==> src/rtl/io_pkg.sv <==
// Shared constants and types for the IO-class instruction stage (opcode 1100: in/out).
package io_pkg;

    localparam int DATA_W_DEFAULT = 16;

    localparam logic [3:0] OP_IO    = 4'b1100;
    localparam logic [2:0] FUNK_IN  = 3'b000;
    localparam logic [2:0] FUNK_OUT = 3'b001;

    typedef enum logic {
        IN_EMPTY = 1'b0,
        IN_HELD  = 1'b1
    } in_state_t;

endpackage

==> src/rtl/io_out_fifo.sv <==
// Show-ahead circular output FIFO; a full FIFO accepts a push when it is popped in the same cycle.
module io_out_fifo #(
    parameter int DATA_W = 16,
    parameter int DEPTH  = 4
) (
    input  logic              clk,
    input  logic              srst,
    input  logic              wr_en,
    input  logic [DATA_W-1:0] wr_data,
    input  logic              rd_ready,
    output logic [DATA_W-1:0] rd_data,
    output logic              rd_valid,
    output logic              full,
    output logic              drop
);

    localparam int PTR_W = $clog2(DEPTH);
    localparam int CNT_W = PTR_W + 1;

    logic [DATA_W-1:0] mem_reg [DEPTH];
    logic [PTR_W-1:0]  rd_ptr_reg, rd_ptr_next;
    logic [PTR_W-1:0]  wr_ptr_reg, wr_ptr_next;
    logic [CNT_W-1:0]  count_reg, count_next;

    logic empty;
    logic push;
    logic pop;

    assign empty    = (count_reg == '0);
    assign full     = (count_reg == CNT_W'(DEPTH));
    assign rd_valid = !empty;
    assign pop      = rd_valid & rd_ready;
    assign push     = wr_en & (!full | pop);
    assign drop     = wr_en & full & !pop;

    // No bypass: a freshly pushed word becomes visible only after the edge.
    assign rd_data = empty ? '0 : mem_reg[rd_ptr_reg];

    always_comb begin
        rd_ptr_next = rd_ptr_reg;
        wr_ptr_next = wr_ptr_reg;
        count_next  = count_reg;
        if (pop) begin
            rd_ptr_next = rd_ptr_reg + PTR_W'(1);
        end
        if (push) begin
            wr_ptr_next = wr_ptr_reg + PTR_W'(1);
        end
        if (push && !pop) begin
            count_next = count_reg + CNT_W'(1);
        end else if (pop && !push) begin
            count_next = count_reg - CNT_W'(1);
        end
    end

    always_ff @(posedge clk) begin
        if (srst) begin
            rd_ptr_reg <= '0;
            wr_ptr_reg <= '0;
            count_reg  <= '0;
        end else begin
            rd_ptr_reg <= rd_ptr_next;
            wr_ptr_reg <= wr_ptr_next;
            count_reg  <= count_next;
        end
    end

    // Storage is deliberately left out of reset; stale words are masked by the empty check.
    always_ff @(posedge clk) begin
        if (!srst && push) begin
            mem_reg[wr_ptr_reg] <= wr_data;
        end
    end

endmodule

==> src/rtl/io_port_unit.sv <==
// IO stage behind the control unit: output FIFO toward the device, one-word input buffer toward writeback.
// Build option: define IO_IN_BYPASS_EN to forward ext_in_data straight to InData on an InRead with the buffer empty.
module io_port_unit
    import io_pkg::*;
#(
    parameter int DATA_W    = DATA_W_DEFAULT,
    parameter int OUT_DEPTH = 4
) (
    input  logic              CLK,
    input  logic              Reset,
    input  logic              OutputWrite,
    input  logic [DATA_W-1:0] OutData,
    input  logic              InRead,
    output logic [DATA_W-1:0] InData,
    output logic [DATA_W-1:0] ext_out_data,
    output logic              ext_out_valid,
    input  logic              ext_out_ready,
    input  logic [DATA_W-1:0] ext_in_data,
    input  logic              ext_in_valid,
    output logic              ext_in_ready,
    output logic              out_full,
    output logic              in_empty,
    output logic              overflow,
    output logic              underflow
);

    logic out_drop;

    io_out_fifo #(
        .DATA_W (DATA_W),
        .DEPTH  (OUT_DEPTH)
    ) u_out_fifo (
        .clk      (CLK),
        .srst     (Reset),
        .wr_en    (OutputWrite),
        .wr_data  (OutData),
        .rd_ready (ext_out_ready),
        .rd_data  (ext_out_data),
        .rd_valid (ext_out_valid),
        .full     (out_full),
        .drop     (out_drop)
    );

    in_state_t         state_reg, state_next;
    logic [DATA_W-1:0] in_buf_reg, in_buf_next;
    logic              overflow_reg, underflow_reg;
    logic              underflow_set;
    logic              bypass;

`ifdef IO_IN_BYPASS_EN
    assign bypass = (state_reg == IN_EMPTY) & InRead & ext_in_valid;
`else
    assign bypass = 1'b0;
`endif

    always_comb begin
        state_next    = state_reg;
        in_buf_next   = in_buf_reg;
        InData        = '0;
        ext_in_ready  = 1'b0;
        underflow_set = 1'b0;
        case (state_reg)
            IN_EMPTY: begin
                ext_in_ready = 1'b1;
                if (bypass) begin
                    // Word is handed straight to writeback and never lands in the buffer.
                    InData = ext_in_data;
                end else begin
                    underflow_set = InRead;
                    if (ext_in_valid) begin
                        in_buf_next = ext_in_data;
                        state_next  = IN_HELD;
                    end
                end
            end
            IN_HELD: begin
                InData = in_buf_reg;
                if (InRead) begin
                    state_next = IN_EMPTY;
                end
            end
            default: begin
                state_next = IN_EMPTY;
            end
        endcase
    end

    always_ff @(posedge CLK) begin
        if (Reset) begin
            state_reg     <= IN_EMPTY;
            overflow_reg  <= 1'b0;
            underflow_reg <= 1'b0;
        end else begin
            state_reg     <= state_next;
            overflow_reg  <= overflow_reg | out_drop;
            underflow_reg <= underflow_reg | underflow_set;
        end
    end

    always_ff @(posedge CLK) begin
        in_buf_reg <= in_buf_next;
    end

    assign in_empty  = (state_reg == IN_EMPTY);
    assign overflow  = overflow_reg;
    assign underflow = underflow_reg;

endmodule

==> config.mk <==
export PLATFORM = sky130hd
export DESIGN_NAME = io_port_unit
export DESIGN_NICKNAME = d
export VERILOG_FILES = /design/src/rtl/io_pkg.sv /design/src/rtl/io_out_fifo.sv /design/src/rtl/io_port_unit.sv
export SDC_FILE = /design/constraint.sdc
export NUM_CORES = 1
export LEC_CHECK = 0
export CELL_PAD_IN_SITES_DETAIL_PLACEMENT = 0
export CELL_PAD_IN_SITES_GLOBAL_PLACEMENT = 1
export CORE_UTILIZATION = 43
export DETAILED_ROUTE_END_ITERATION = 10
export PLACE_DENSITY = 0.89
export SLEW_MARGIN = 20
export SYNTH_ARGS = -nofsm -noshare
export SYNTH_HDL_FRONTEND = slang
export SYNTH_SLANG_ARGS = --single-unit
==> constraint.sdc <==
create_clock -name CLK -period 3.11 [get_ports CLK]
set_input_delay 0.4665 -clock CLK [delete_from_list [all_inputs] [get_ports CLK]]
set_output_delay 0.4665 -clock CLK [all_outputs]
set_load 0.02 [all_outputs]
* Yosys cells after proc, flatten, opt, wreduce, memory -nomap -nowiden *
Memory sizes are Yosys's and may differ from the RTL's. A register that Yosys moved wholly into a read port is not among the register bits.
Index checks and enable logic that the tools add are counted.

cells by class
  mux-type cells = 13
  bitwise gates (word level) = 8
  reductions and logical operators = 11
  equality and inequality tests = 1
  add/sub/neg operators = 4

operators with widths
  kind                                              count
  one-hot mux 16 bit (2 select lines)               1
  two-way mux 16 bit                                1
  two-way mux 1 bit                                 6
  two-way mux 3 bit                                 2
  logical NOT 1 bit                                 5
  adder 2 x 1 -> 2 bit, second input constant       2
  bitwise AND 1 bit                                 4
  two-way mux 2 bit                                 2
  adder 3 x 1 -> 3 bit, second input constant       1
  == test 3 bit, second input constant              1
  logical AND 1 bit                                 3
  logical NOT 3 bit                                 1
  OR 1 bit                                          3
  subtractor 3 x 1 -> 3 bit, second input constant  1
  one-hot mux 1 bit (2 select lines)                1
  AND reduction 2 bit                               1
  nonzero test 2 bit                                1
  NOT 1 bit                                         1

storage, ports and cells
  output and inout port bits = 38
  register bits after elaboration = 26
  memories kept = 1
  bits of input ports = 38
  bits in writable memories = 64
  word-level logic and storage cells = 45

memories
  name                words  bits a word  read ports  clocked after Yosys merged registers in  wr ports  line               source
  u_out_fifo.mem_reg  4      16           1           1                                        1         io_out_fifo.sv:20  logic [DATA_W-1:0] mem_reg [DEPTH];

* Longest topological paths before layout *
  word-level depth = 9
  gate-level depth with buffers = 9
  gate-level depth less buffers = 9

* By module *
A second synthesis with hierarchy kept.

unflattened totals
  cell total of the unflattened synthesis = 200
  area total of the unflattened synthesis = 3,637.2 sq um

modules (own cells, without submodules)
  module        cells an instance  area each (sq um)  instances  sequential area each (sq um)
  io_out_fifo   153                2,925.3            1          2,102.0
  io_port_unit  47                 711.9              1          540.5

* Worst setup path after synthesis *
Ideal clock, no wire load.

  path type = reg2reg
  start point = register u_out_fifo.count_reg[0]
  end point = memory u_out_fifo.mem_reg[1][0] (enable)
  required time = 2.697 ns
  setup time = 0.413 ns
  arrival = 2.091 ns
  setup slack = 0.606 ns
  clock period less this slack = 2.504 ns
  stages on the path, launching flop included = 4
  path through = dfxtp_1 -> nor3b_4 -> a21bo_4 -> nor3b_1

RTL lines
  item                                     line                source
  from (decl)                              io_out_fifo.sv:23   logic [CNT_W-1:0] count_reg, count_next;
  from (signal assigned)                   io_out_fifo.sv:64   count_reg <= count_next;
  == test 3 bit                            io_out_fifo.sv:30   assign full = (count_reg == CNT_W'(DEPTH));
  via out_full                             io_port_unit.sv:21  output logic out_full,
  logical NOT 1 bit                        io_out_fifo.sv:33   assign push = wr_en & (!full | pop);
  OR 1 bit                                 io_out_fifo.sv:33
  bitwise AND 1 bit                        io_out_fifo.sv:33
  logical AND 1 bit                        io_out_fifo.sv:70   if (!srst && push) begin
  two-way mux 1 bit                        io_out_fifo.sv:70
  two-way mux 1 bit (not written as such)  io_out_fifo.sv:71   mem_reg[wr_ptr_reg] <= wr_data;
  to (decl)                                io_out_fifo.sv:20

The timed path passes the listed nets, and every way through them passes these cells.

==> reports/qor.csv <==
metric,value,unit
synthesized net count,243,
multiplexer share of the synthesized area,11.40,%
gpl congestion,0.7424,
Final HPWL DP,4.173,mm
CP Capture Type,output pin,
max FFs per register,64,
largest net degree at the start of global routing,21,
fin nets,327,
# IOs,76,
Yosys top cell area share,65.55,%
ANT nets after route,0,
Layout fillers,612,
Slew @ Worst Pin,643.4,ps
port buffer count,75,
sequential element share of the synthesized area,72.11,%
"CTS clk-pin slew, worst paths",80,ps
first-pass GRT wire length,9.915,mm
Die Area,0.008896,sq mm
area occupied by multi-input gates,944.7,sq um
Final min period,2725,ps
RSZ-0062 raised after global routing,false,
Worst Path Required,2640,ps
Slowest Stage Delay on Critical Path,610,ps
Cell Rows,33,
Syn Area/Cell,18.42,sq um
outcome,finished clean,
Syn-to-layout area delta,30.18,%
worst hold path type,reg2reg,
diode count,0,
Post-Route WL,6.255,mm
drt pass-1 iters,4,
vias,1906,
Final Power,3.510,mW
Worst VDD drop,0.3382,mV
Final Setup Violations,0,
vias in the first global route,1972,
Post CTS Setup Buffer Count,0,
Clock Sinks,92,
synth top area cells,"edfxtp_1 66%, dfxtp_1 6.6%, mux4_2 6.1%, mux4_1 4.3%, and2_1 2.7%",
"Clk Latency, worst-skew pair",340,ps
"Slew Viols, Final",0,
drt wl/cell,15.96,microns
CP top delay family,buffers and inverters,
critical path data arrival time,2260,ps
"Slowest-stage cell, CP",mux4_1,
number of synthesized flops with an enable pin,80,
"top cells by count, synth","80 x edfxtp_1, 16 x and2_1, 16 x nor2b_1",
Syn Inst Count,199,
Chip Height,94.32,microns
asr flop ratio synth,0,%
adder-cell share of the synthesized area,2.253,%
"Hold Violations, Final",0,
Setup TNS,0,ps
Hold Buf Count CTS,0,
maxcap violations,0,
worst-path maximum fanout,16,
depth of the CTS H-tree,3,
TritonCTS buffer count,9,
Core Box Area,0.008217,sq mm
"Cell Area, Synth",0.003665,sq mm
fin crit share,87.62,%
grt ovf,0,
Post-CTS Resized,0,
simple-gate portion of the synthesized area,9.150,%
Yosys reg bits,92,
Main synth FF type,edfxtp_1,
library cells used by synthesis,33,
CTS tree,yes,
skew final,9.231,ps
Via density,4.862,
cell leakage power,1.619,nW
cell taking the most area after synthesis,edfxtp_1,
Max-slew headroom,56.97,%
starting density of the core,44.60,%
layout cell share with drive strength beyond 1,14.63,%
worst setup path class,reg2out,
GRT Resource Usage Total,15.31,%
Max Clock Freq,367.0,MHz
CP Launch Type,register,
XOR/XNOR share of the synthesized area,0.7170,%
die width,94.32,microns
DR iter-0 viols,76,
FF+latch area,0.002643,sq mm
# DRC,0,
Synth Area in Compound Gates,1.707,%
CTS Buffer Depth,2,
"Critical Path, Cell by Cell",buf_4 > mux4_1 > nor2b_1 > clkdlybuf4s50_1,
largest family of logic cells by synthesized area,multiplexers,
yosys warns,0,
total power divided by cell area,735.7,mW/mm^2
top-count cell post-synth,edfxtp_1,
Buf/Inv on CP,2,
initial antenna violation count,0,
CTS root buffer,clkbuf_8,
tightest hold or removal path: cells and delay by family (launching register included):
kind,cells,cell delay (ps)
DFF,1,330
and+or+nand+nor,1,70
AOI/OAI and AO/OA,1,40
area by class of cell:
class | instances | share of cell area [%]
clock buffer | 10 | 2.675
clock inverter | 5 | 1.783
inverter | 7 | 0.6032
multi-input combinational | 90 | 19.80
sequential | 92 | 55.39
tap | 105 | 2.754
timing repair buffer | 83 | 16.99
logic make-up after synthesis:
kind of cell / after synthesis
adder cells (fa/ha/maj): 6
buffers and inverters: 17
XOR/XNOR: 3
AND/OR/NAND/NOR: 53
multiplexers: 19
AO/OA/AOI/OAI: 9
flip-flops: 92
layer usage:
metal | track usage [%] | wire (microns) | share of wire (%)
met1 | 20.01 | 2730 | 44
met2 | 24.70 | 3243 | 52
met3 | 3.074 | 170 | 2.7
met4 | 7.051 | 111 | 1.8
met5 | 0 | 0 | 0
metrics by stage:
stage / cells / setup WS [ps] / hold slack [ps] / instance area (sq um) / utilization [%]
after floorplan: 199 / 606.2 / 459.1 / 3665 / -
after global placement: 377 / 492.7 / 451.5 / 4558 / 55.47
after detailed placement: 377 / 441.3 / 460.8 / 4558 / 55.47
after CTS: 392 / 322.9 / 480.4 / 4771 / 58.06
after global routing: 392 / 250.5 / 526.0 / 4771 / 58.06
final: 392 / 385.0 / 471.2 / 4771 / 58.06
worst paths after layout:
kind | end | slack, ps | depth (start not counted) | from
worst max-delay path | ext_out_data[15] | 390 | 4 | register
worst max register to register | u_out_fifo.count_reg[2] | 890 | 9 | u_out_fifo.count_reg[0]
worst min register to register | underflow | 470 | 2 | underflow
worst min-delay path | underflow | 470 | 2 | underflow
power by group:
group | internal [mW] | switching, mW
clock | 0.453 | 0.389
sequential | 1.44 | 0.0612
combinational | 0.595 | 0.576
layout by cell type, fill, tap and decap left out, types with 2 or more instances in the layout:
master,count
clkdlybuf4s50_1,75
mux2i_1,2
and2_1,16
xor2_1,3
mux4_2,10
ha_1,5
nor3b_2,4
buf_4,8
a21oi_1,3
mux4_1,6
inv_1,6
dfxtp_1,12
o21ai_0,2
clkbuf_8,9
nand2b_1,2
nor2_1,9
nor2b_1,16
or3_1,2
edfxtp_1,80
bufinv_16,2
No activity file was read; power rests on OpenSTA's default activity.
